## config.mk

```make
export PLATFORM = sky130hd
export DESIGN_NAME = blob_bbox
export DESIGN_NICKNAME = d
export VERILOG_FILES = /design/src/rtl/blob_bbox.sv
export SDC_FILE = /design/constraint.sdc
export NUM_CORES = 1
export LEC_CHECK = 0
export CAP_MARGIN = 20
export CORE_UTILIZATION = 30
export DETAILED_ROUTE_END_ITERATION = 6
export PLACE_DENSITY_LB_ADDON = 0.25
export SLEW_MARGIN = 40
export SYNTH_ARGS = -nofsm -noshare
export SYNTH_HDL_FRONTEND = slang
export SYNTH_SLANG_ARGS = --single-unit
```

## constraint.sdc

```tcl
create_clock -name sys_clk -period 2.5 [get_ports sys_clk]
set_input_delay 0.25 -clock sys_clk [delete_from_list [all_inputs] [get_ports sys_clk]]
set_output_delay 0.25 -clock sys_clk [all_outputs]
set_load 0.02 [all_outputs]
```

## src/rtl/blob_bbox.sv

```systemverilog
// blob_bbox: per-frame bounding box of object cells in the decimated corrosion cell stream.
//
// Cells arrive in raster order, one per i_valid strobe, GRID_X cells per row and GRID_Y rows
// per frame. The box is reported in cell coordinates, together with the object cell count and
// a found flag. o_done pulses for one cycle, and the outputs are updated in that same cycle.
// The outputs then hold until the next o_done.
//
// Ports:
//   sys_clk  system clock
//   sys_rst  synchronous active-high reset
//   i_valid  cell strobe from the corrosion stage
//   i_wb     cell value; an object cell has i_wb == OBJ_LEVEL
//   o_done   one-cycle pulse, new frame result on outputs
//   o_found  object present in last reported frame
//   o_x1/o_x2, o_y1/o_y2  leftmost/rightmost column, top/bottom row of object cells
//   o_cnt    object cell count of last frame (saturating)
//
// Optional build macro BBOX_DEBOUNCE_EN: when defined, o_found must see DEB_FRAMES
// consecutive raw-found frames before it rises. It must see DEB_FRAMES consecutive raw-miss
// frames before it falls.

`ifndef CORROSION_DX
`define CORROSION_DX 8
`endif
`ifndef CORROSION_DY
`define CORROSION_DY 6
`endif

module blob_bbox #(
    parameter int unsigned GRID_X     = `CORROSION_DX,
    parameter int unsigned GRID_Y     = `CORROSION_DY,
    parameter int unsigned CELL_W     = 8,
    parameter int unsigned CNT_W      = 16,
    parameter logic        OBJ_LEVEL  = 1'b0,
    parameter int unsigned MIN_CELLS  = 4,
    parameter int unsigned DEB_FRAMES = 3
) (
    input  logic              sys_clk,
    input  logic              sys_rst,
    input  logic              i_valid,
    input  logic              i_wb,
    output logic              o_done,
    output logic              o_found,
    output logic [CELL_W-1:0] o_x1,
    output logic [CELL_W-1:0] o_x2,
    output logic [CELL_W-1:0] o_y1,
    output logic [CELL_W-1:0] o_y2,
    output logic [CNT_W-1:0]  o_cnt
);

    localparam logic [CELL_W-1:0] X_LAST = CELL_W'(GRID_X - 1);
    localparam logic [CELL_W-1:0] Y_LAST = CELL_W'(GRID_Y - 1);
    localparam logic [CNT_W-1:0]  CNT_MIN = CNT_W'(MIN_CELLS);

    // Elaboration-time parameter sanity checks.
    if (DEB_FRAMES < 1) begin : g_bad_deb
        $error("blob_bbox: DEB_FRAMES must be at least 1");
    end
    if ((GRID_X < 1) || (GRID_Y < 1) || (GRID_X > (1 << CELL_W)) || (GRID_Y > (1 << CELL_W)))
    begin : g_bad_grid
        $error("blob_bbox: grid does not fit in CELL_W");
    end

    typedef enum logic [0:0] {StAccum, StCommit} state_e;

    state_e            state_q, state_d;
    logic [CELL_W-1:0] cx_q, cx_d, cy_q, cy_d;
    logic [CELL_W-1:0] min_x_q, min_x_d, max_x_q, max_x_d;
    logic [CELL_W-1:0] min_y_q, min_y_d, max_y_q, max_y_d;
    logic [CNT_W-1:0]  acc_cnt_q, acc_cnt_d;
    logic              seen_q, seen_d;
    logic [CELL_W-1:0] x1_q, x1_d, x2_q, x2_d, y1_q, y1_d, y2_q, y2_d;
    logic [CNT_W-1:0]  cnt_q, cnt_d;
    logic              found_q, found_d;

    // Accumulator state with the current cell folded in.
    logic [CELL_W-1:0] f_min_x, f_max_x, f_min_y, f_max_y;
    logic [CNT_W-1:0]  f_cnt;
    logic              f_seen;
    logic              is_obj, last_cell, raw_found;

`ifdef BBOX_DEBOUNCE_EN
    localparam int unsigned DEB_W = $clog2(DEB_FRAMES + 1);
    localparam logic [DEB_W-1:0] DEB_MAX = DEB_W'(DEB_FRAMES);
    logic [DEB_W-1:0] hit_q, hit_d, miss_q, miss_d;
`endif

    always_comb begin
        is_obj    = i_valid && (i_wb == OBJ_LEVEL);
        last_cell = i_valid && (cx_q == X_LAST) && (cy_q == Y_LAST);

        cx_d = cx_q;
        cy_d = cy_q;
        if (i_valid) begin
            if (cx_q == X_LAST) begin
                cx_d = '0;
                cy_d = (cy_q == Y_LAST) ? '0 : cy_q + 1'b1;
            end else begin
                cx_d = cx_q + 1'b1;
            end
        end

        f_min_x = min_x_q;
        f_max_x = max_x_q;
        f_min_y = min_y_q;
        f_max_y = max_y_q;
        f_cnt   = acc_cnt_q;
        f_seen  = seen_q;
        if (is_obj) begin
            if (!seen_q) begin
                f_min_x = cx_q;
                f_max_x = cx_q;
                f_min_y = cy_q;
                f_max_y = cy_q;
                f_cnt   = CNT_W'(1);
                f_seen  = 1'b1;
            end else begin
                if (cx_q < min_x_q) f_min_x = cx_q;
                if (cx_q > max_x_q) f_max_x = cx_q;
                if (cy_q < min_y_q) f_min_y = cy_q;
                if (cy_q > max_y_q) f_max_y = cy_q;
                if (acc_cnt_q != '1) f_cnt = acc_cnt_q + 1'b1;
            end
        end
        raw_found = f_seen && (f_cnt >= CNT_MIN);

        min_x_d   = f_min_x;
        max_x_d   = f_max_x;
        min_y_d   = f_min_y;
        max_y_d   = f_max_y;
        acc_cnt_d = f_cnt;
        seen_d    = f_seen;

        x1_d    = x1_q;
        x2_d    = x2_q;
        y1_d    = y1_q;
        y2_d    = y2_q;
        cnt_d   = cnt_q;
        found_d = found_q;
`ifdef BBOX_DEBOUNCE_EN
        hit_d  = hit_q;
        miss_d = miss_q;
`endif

        // The result registers load on the edge that enters StCommit, so the frame result is
        // visible during the o_done cycle. The accumulators are cleared on the same edge, so
        // a cell arriving during StCommit starts the next frame from a clean state.
        if (last_cell) begin
            x1_d  = f_seen ? f_min_x : '0;
            x2_d  = f_seen ? f_max_x : '0;
            y1_d  = f_seen ? f_min_y : '0;
            y2_d  = f_seen ? f_max_y : '0;
            cnt_d = f_seen ? f_cnt : '0;
`ifdef BBOX_DEBOUNCE_EN
            if (raw_found) begin
                hit_d  = (hit_q == DEB_MAX) ? hit_q : hit_q + 1'b1;
                miss_d = '0;
                if (hit_d == DEB_MAX) found_d = 1'b1;
            end else begin
                miss_d = (miss_q == DEB_MAX) ? miss_q : miss_q + 1'b1;
                hit_d  = '0;
                if (miss_d == DEB_MAX) found_d = 1'b0;
            end
`else
            found_d = raw_found;
`endif
            min_x_d   = '0;
            max_x_d   = '0;
            min_y_d   = '0;
            max_y_d   = '0;
            acc_cnt_d = '0;
            seen_d    = 1'b0;
        end

        // A 1x1 grid commits on every cell.
        state_d = last_cell ? StCommit : StAccum;
        o_done  = (state_q == StCommit);
    end

    always_ff @(posedge sys_clk) begin
        if (sys_rst) begin
            state_q   <= StAccum;
            cx_q      <= '0;
            cy_q      <= '0;
            min_x_q   <= '0;
            max_x_q   <= '0;
            min_y_q   <= '0;
            max_y_q   <= '0;
            acc_cnt_q <= '0;
            seen_q    <= 1'b0;
            x1_q      <= '0;
            x2_q      <= '0;
            y1_q      <= '0;
            y2_q      <= '0;
            cnt_q     <= '0;
            found_q   <= 1'b0;
`ifdef BBOX_DEBOUNCE_EN
            hit_q     <= '0;
            miss_q    <= '0;
`endif
        end else begin
            state_q   <= state_d;
            cx_q      <= cx_d;
            cy_q      <= cy_d;
            min_x_q   <= min_x_d;
            max_x_q   <= max_x_d;
            min_y_q   <= min_y_d;
            max_y_q   <= max_y_d;
            acc_cnt_q <= acc_cnt_d;
            seen_q    <= seen_d;
            x1_q      <= x1_d;
            x2_q      <= x2_d;
            y1_q      <= y1_d;
            y2_q      <= y2_d;
            cnt_q     <= cnt_d;
            found_q   <= found_d;
`ifdef BBOX_DEBOUNCE_EN
            hit_q     <= hit_d;
            miss_q    <= miss_d;
`endif
        end
    end

    assign o_found = found_q;
    assign o_x1    = x1_q;
    assign o_x2    = x2_q;
    assign o_y1    = y1_q;
    assign o_y2    = y2_q;
    assign o_cnt   = cnt_q;

endmodule

```

==> flow_summary.toml, run 1 <==
[drt]
via_count = 4604
vias_per_cell = 5.06
wl_per_cell_um = 15.5
first_pass_iters = 5
drc_errors = 0
drt_wl_total_mm = 14.1
ant_nets = 0
drtIter0Drc = 274

[cts]
cts.sinks = 115
cts_tree = "done"
path_clk_slew_ps = 50
htreeDepth = 4
cts_buffers = 17
cts_buffer_depth = 2
insertion_delay_ps = 410
cts_root_buffer = "clkbuf_16"

[timing]
hold_viol_final = 0
fin_crit_ps = 2410
clock_skew_ps = 13.6
drv_slew = 0
slew_headroom_pct = 48.3
finalCritPeriodShare_pct = 96.4
worstMarginPinSlew_ps = 771
whs_ps = 453
fmax_mhz = 415
setup_viol = 0
rsz0062_at_grt = "false"

[layout]
area_delta_synth_final_pct = 31.8
postLayoutCellArea_sq_um = 7060
n_fill_cell = 1677
antennaDiodeCount = 0
nets = 709
layout-drive-gt1-share_pct = 15.1
final_cell_count_no_fill = 909

[yosys]
synth_edf_count = 0
yosys_warnings = 0
synth_cells = 583
ys_ff_latch = 115
synthFlopType = "dfxtp_1"
async_flop_share_pct = 0
postSynthAreaPerCell_sq_um = 9.19
synth_area_leaders = "dfxtp_1 (43%), ha_1 (7.9%), nor2_1 (3.8%), mux2i_1 (3.7%), o41ai_1 (3.6%)"
synth.distinct_cells = 59
syn_area_sq_um = 5360
synth_top_area_share_pct = 43.0
synth_top_cell_by_area = "dfxtp_1"
yosysSeqAreaShare_pct = 43.0
syn_nets = 621

[setup_path]
path_common_cell = "a31oi_1"
critPathMaxFanout = 5
critPathMaxStageDelay_ps = 450
cp_cell_sequence = "ha_1 > nand4_2 > o41a_1 > buf_4 > a31oi_1 > nand2_1 > nor4_1 > a31oi_1"
arrival_ps = 2690
end_kind = "flop"
path_class = "reg2reg"
worst-path-buf-inv = 1
required_ps = 2780
critPathTopFamily = "compound AO/OA/AOI/OAI gates"
startpoint_type = "flop"
crit_slowest_cell = "o41a_1"

[placement]
io_buffer_count = 53
gp_congestion = 0.841
dp.cells = 874
dpl.hpwl_mm = 9.89
dpl_cell_area_sq_um = 6430

[floorplanning]
start_util_pct = 30.9
num_rows = 48
die_area_sq_um = 18400
chipWidth_um = 136
die_h_um = 136
io_pins = 54
core-area_sq_um = 17400

[global_routing]
grt_max_degree = 31
grt_pass1_vias = 4434
antenna_found_initial = 0
grt_pass1_wl_mm = 23.0
grt.overflow.total = 0
grtUsageTotal_pct = 15.9

[min_path]
worstHoldPathType = "reg2reg"

[pwr]
vdd_drop_max_uv = 414
total_power_mw = 4.47
power_density_nw_per_um2 = 632
leakage_nw = 2.80

[job]
maxCapViolations = 0

[run_status]
outcome = "finished clean"
==> layer usage <==
| layer | vias to the layer above | track usage, % | share of wire, % |
|---|---|---|---|
| li1 | 2292 | - | - |
| met1 | 2194 | 22.1 | 50 |
| met2 | 107 | 23.5 | 44 |
| met3 | 11 | 3.67 | 4.5 |
| met4 | 0 | 6.37 | 1.2 |
| met5 | - | 0 | 0 |
==> sequential cells by signal (all words and copies together) (netlist names) <==
register and flops:
max_x_q 8, o_x1 8, seen_q 1, o_x2 8, cy_q 8, o_y1 8
max_y_q 8, o_done 1, o_found 1, o_y2 8, min_y_q 8, acc_cnt_q 16
min_x_q 8, o_cnt 16, cx_q 8
==> synthesized netlist by cell type (4+ instances only) <==
| library cell | number |
|---|---|
| a21o_1 | 12 |
| a21oi_1 | 11 |
| a22o_1 | 9 |
| a32oi_1 | 5 |
| and2_1 | 4 |
| and3_1 | 6 |
| buf_2 | 15 |
| clkbuf_1 | 20 |
| dfxtp_1 | 115 |
| ha_1 | 34 |
| inv_1 | 34 |
| mux2i_1 | 20 |
| nand2_1 | 49 |
| nand2b_1 | 5 |
| nand3_1 | 14 |
| nand4_1 | 10 |
| nor2_1 | 54 |
| nor3_1 | 15 |
| nor4_1 | 7 |
| o211ai_1 | 16 |
| o21a_1 | 4 |
| o21ai_0 | 29 |
| o41ai_1 | 22 |
| xnor2_1 | 10 |
| xor2_1 | 9 |
==> layout make-up <==
type | instances | area, sq um | area share (%)
multi-input combinational | 398 | 2820 | 39.9
sequential | 115 | 2300 | 32.6
timing repair buffer | 105 | 946 | 13.4
clock buffer | 21 | 450 | 6.38
tap | 225 | 282 | 3.99
clock inverter | 11 | 135 | 1.91
inverter | 34 | 128 | 1.81
==> cells by family after synthesis <==
logic type,Yosys count,synth area share [%]
flops,115,43.0
xor+xnor,19,3.11
buf+inv,71,5.39
mux,20,3.74
fa+ha+maj,34,7.94
simple gates,193,18.9
compound gates,131,17.9
==> stage by stage <==
stage | TNS, ps | utilization, % | worst slack (ps)
2_1_floorplan | 0 | - | 388
3_3_place_gp | -39.2 | 37.0 | -12.9
3_5_place_dp | -521 | 37.0 | -55.3
4_1_cts | 0 | 40.4 | 52.3
5_1_grt | 0 | 40.7 | 7.82
6_report | 0 | 40.7 | 91.2
==> tightest hold or removal path, stage by stage, from the launching register on <==
cell,delay [ps]
dfxtp_1,320
nand2_1,50
o21ai_0,60
==> power by group <==
part	internal [mW]	switching (mW)	total (mW)
logic	0.0788	0.131	0.210
registers	1.85	0.0111	1.86
clock network	1.58	0.821	2.40
total	3.50	0.963	4.47
==> timing repair <==
item                       in CTS  in global routing
setup endpoints to repair       0                 18
hold buffers                    0                  0
setup buffers                   0                  2
gates resized for setup         0                  5
==> worst paths after layout <==
check	from	to	slack (ps)	depth (start not counted)
max	acc_cnt_q[0]	o_found	90	8
max reg2reg	acc_cnt_q[0]	o_found	90	8
min	o_x1[3]	o_x1[3]	450	2
min reg2reg	o_x1[3]	o_x1[3]	450	2
==> placed cells by master, fill, tap and decap left out, types with 3 or more instances in the layout <==
master             n
dfxtp_1          114
nor2_1            53
clkdlybuf4s50_1   53
buf_4             50
nand2_1           49
inv_1             34
ha_1              34
o21ai_0           29
o41ai_1           22
mux2i_1           20
clkbuf_16         17
o211ai_1          16
nor3_1            15
nand3_1           14
a21o_1            12
nand4_1           10
a21oi_1           10
xnor2_1           10
a22o_1             9
xor2_1             9
nor4_1             7
clkinv_2           6
nand2b_1           5
and3_1             5
a32oi_1            5
o21a_1             4
and2_1             4
a41oi_1            3
nor2b_1            3
o31ai_1            3
a31oi_1            3
bufinv_16          3
clkbuf_1           3
No activity file was read; power rests on OpenSTA's default activity.
==> run 2, diff against run 1 <==
--- a/config.mk
+++ b/config.mk
@@ -5,9 +5,9 @@
 export SDC_FILE = /design/constraint.sdc
 export NUM_CORES = 1
 export LEC_CHECK = 0
-export CAP_MARGIN = 20
 export CORE_UTILIZATION = 30
 export DETAILED_ROUTE_END_ITERATION = 6
+export DONT_BUFFER_PORTS = 1
 export PLACE_DENSITY_LB_ADDON = 0.25
 export SLEW_MARGIN = 40
 export SYNTH_ARGS = -nofsm -noshare
==> run 2 against run 1 <==
Clock skew fell by 1.3 ps. Power shrank 6.2%. Sequential power about the same. Via count fell by 6.6%. Critical path type unchanged. Fmax increased by 3.1%.
==> flow_summary.toml, run 2 (synthesis gave the netlist of run 1 again) <==
[timing]
fin_crit_ps = 2340
finalCritPeriodShare_pct = 93.5
rsz0062_at_grt = "false"
clock_skew_ps = 12.3
fin_tns_setup_ps = 0
hold_viol_final = 0
worstMarginPinSlew_ps = 619
setup_viol = 0
fmax_mhz = 428
slew_headroom_pct = 58.7
drv_slew = 0

[drt]
first_pass_iters = 4
drt_wl_total_mm = 13.2
dr.max_layer_used = "met4"
via_count = 4301
dr_wl_met3_um = 696
ant_nets = 0
wl_per_cell_um = 15.7
drt-met1-wl_mm = 6.36
vias_per_cell = 5.10
drc_errors = 0
drtIter0Drc = 259
route.met2.wl_mm = 5.83

[layout]
antennaDiodeCount = 0
final_common_cell = "dfxtp_1"
nets = 645
area_delta_synth_final_pct = 19.0
n_fill_cell = 1722
layout-drive-gt1-share_pct = 14.1
seqCellArea_sq_um = 2300
final_cell_mix = "dfxtp_1 (115), nor2_1 (53), nand2_1 (49)"
multi_input_area_sq_um = 2810

[setup_path]
critPathMaxFanout = 5
startpoint_type = "flop"
required_ps = 2780
timing.rr.start = "acc_cnt_q[0]"
reg2reg_depth = 8
cp_cell_sequence = "ha_1 > nand4_2 > or2_4 > o31a_1 > o21ai_0 > nand3b_1 > nor4_1 > a31oi_1"
critPathMaxStageDelay_ps = 390
crit_slowest_cell = "dfxtp_1"
regToRegSetupSlack_ps = 160
r2r_end = "o_found"
arrival_ps = 2620
path_class = "reg2reg"
end_kind = "flop"

[placement]
gp_congestion = 0.786
dpl.hpwl_mm = 9.39
io_buffer_count = 0

[cts]
cts.sinks = 115
insertion_delay_ps = 420
path_clk_slew_ps = 50
cts_tree = "done"
cts_root_buffer = "clkbuf_16"
cts_buffer_depth = 2
htreeDepth = 4
cts_buffers = 17

[global_routing]
antenna_found_initial = 0
grt.overflow.total = 0
grt_max_degree = 30
grtUsageTotal_pct = 15.5
grt_pass1_vias = 4136
grt_pass1_wl_mm = 21.7

[pwr]
vdd_drop_max_uv = 454
total_power_mw = 4.19
leakage_nw = 2.54
power_density_nw_per_um2 = 657

[floorplanning]
die_h_um = 136
core-area_sq_um = 17400
die_area_sq_um = 18400
num_rows = 48
chipWidth_um = 136
start_util_pct = 30.9
io_pins = 54

[min_path]
holdPathEnd = "cx_q[2]"
hold_depth = 3
min_from = "i_valid"
worstHoldPathType = "in2reg"

[run_status]
outcome = "finished clean"

[job]
maxCapViolations = 0
==> run 2: changes by cell type in the layout (fill, tap and decap cells not counted), sizes merged <==
cell / previous run / this run
clkdlybuf4s50: 53 / 0
buf: 52 / 40
bufinv: 3 / 0
clkbuf: 21 / 24
clkinvlp: 2 / 0
dlygate4sd3: 0 / 2
a21oi: 12 / 11
==> run 2: critical path, delay by kind of cell (launching register included) <==
kind,cells,cell delay (ps)
simple gates,4,820
compound gates,3,730
flops,1,390
fa+ha+maj,1,260
==> run 2: stage by stage <==
step | std cells | cell area, sq um | setup slack [ps] | util, % | hold WS, ps
after floorplan | 583 | 5360 | 388 | - | 329
after global placement | 810 | 5800 | 176 | 33.4 | 325
after detailed placement | 810 | 5800 | 172 | 33.4 | 327
after CTS | 842 | 6340 | 162 | 36.5 | 36.8
after global routing | 843 | 6370 | 19.5 | 36.7 | 73.5
final | 843 | 6370 | 163 | 36.7 | 53.3
==> run 2: layout make-up <==
cell class / instances / area share (%)
multi-input cells: 397 / 44.1
flip-flops and latches: 115 / 36.1
clock buffers: 24 / 7.71
repair buffers: 42 / 5.22
well taps: 225 / 4.42
inverters: 34 / 2.00
clock inverters: 6 / 0.471
==> run 2: metal layers <==
layer,vias up,GRT usage [%]
met2,76,23.0
met5,-,0
li1,2163,-
met1,2044,19.7
met4,0,8.36
met3,18,4.90
==> run 2: worst max-delay path by stage <==
stage / start / endpoint / slack, ps / cells past startpoint
4_1_cts: acc_cnt_q[0] / o_found / 160 / 8
5_1_grt: acc_cnt_q[0] / o_found / 20 / 8
3_5_place_dp: min_y_q[5] / o_y1[1] / 170 / 9
6_report: acc_cnt_q[0] / o_found / 160 / 8
2_1_floorplan: cy_q[5] / o_y1[0] / 390 / 8
3_3_place_gp: min_y_q[5] / o_y1[1] / 180 / 9
==> run 2: power by group <==
group | leakage (nW) | internal, mW | switching [mW]
clock | 0.265 | 1.34 | 0.796
sequential | 0.927 | 1.85 | 0.00977
combinational | 1.35 | 0.0675 | 0.123
total | 2.54 | 3.26 | 0.929
==> run 2: timing repair <==
action / CTS / global route
endpoints found under the hold margin: 10 / 0
endpoints found under the setup margin: 0 / 3
hold buffers: 2 / 0
gates resized for setup: 0 / 4
setup buffers: 0 / 1
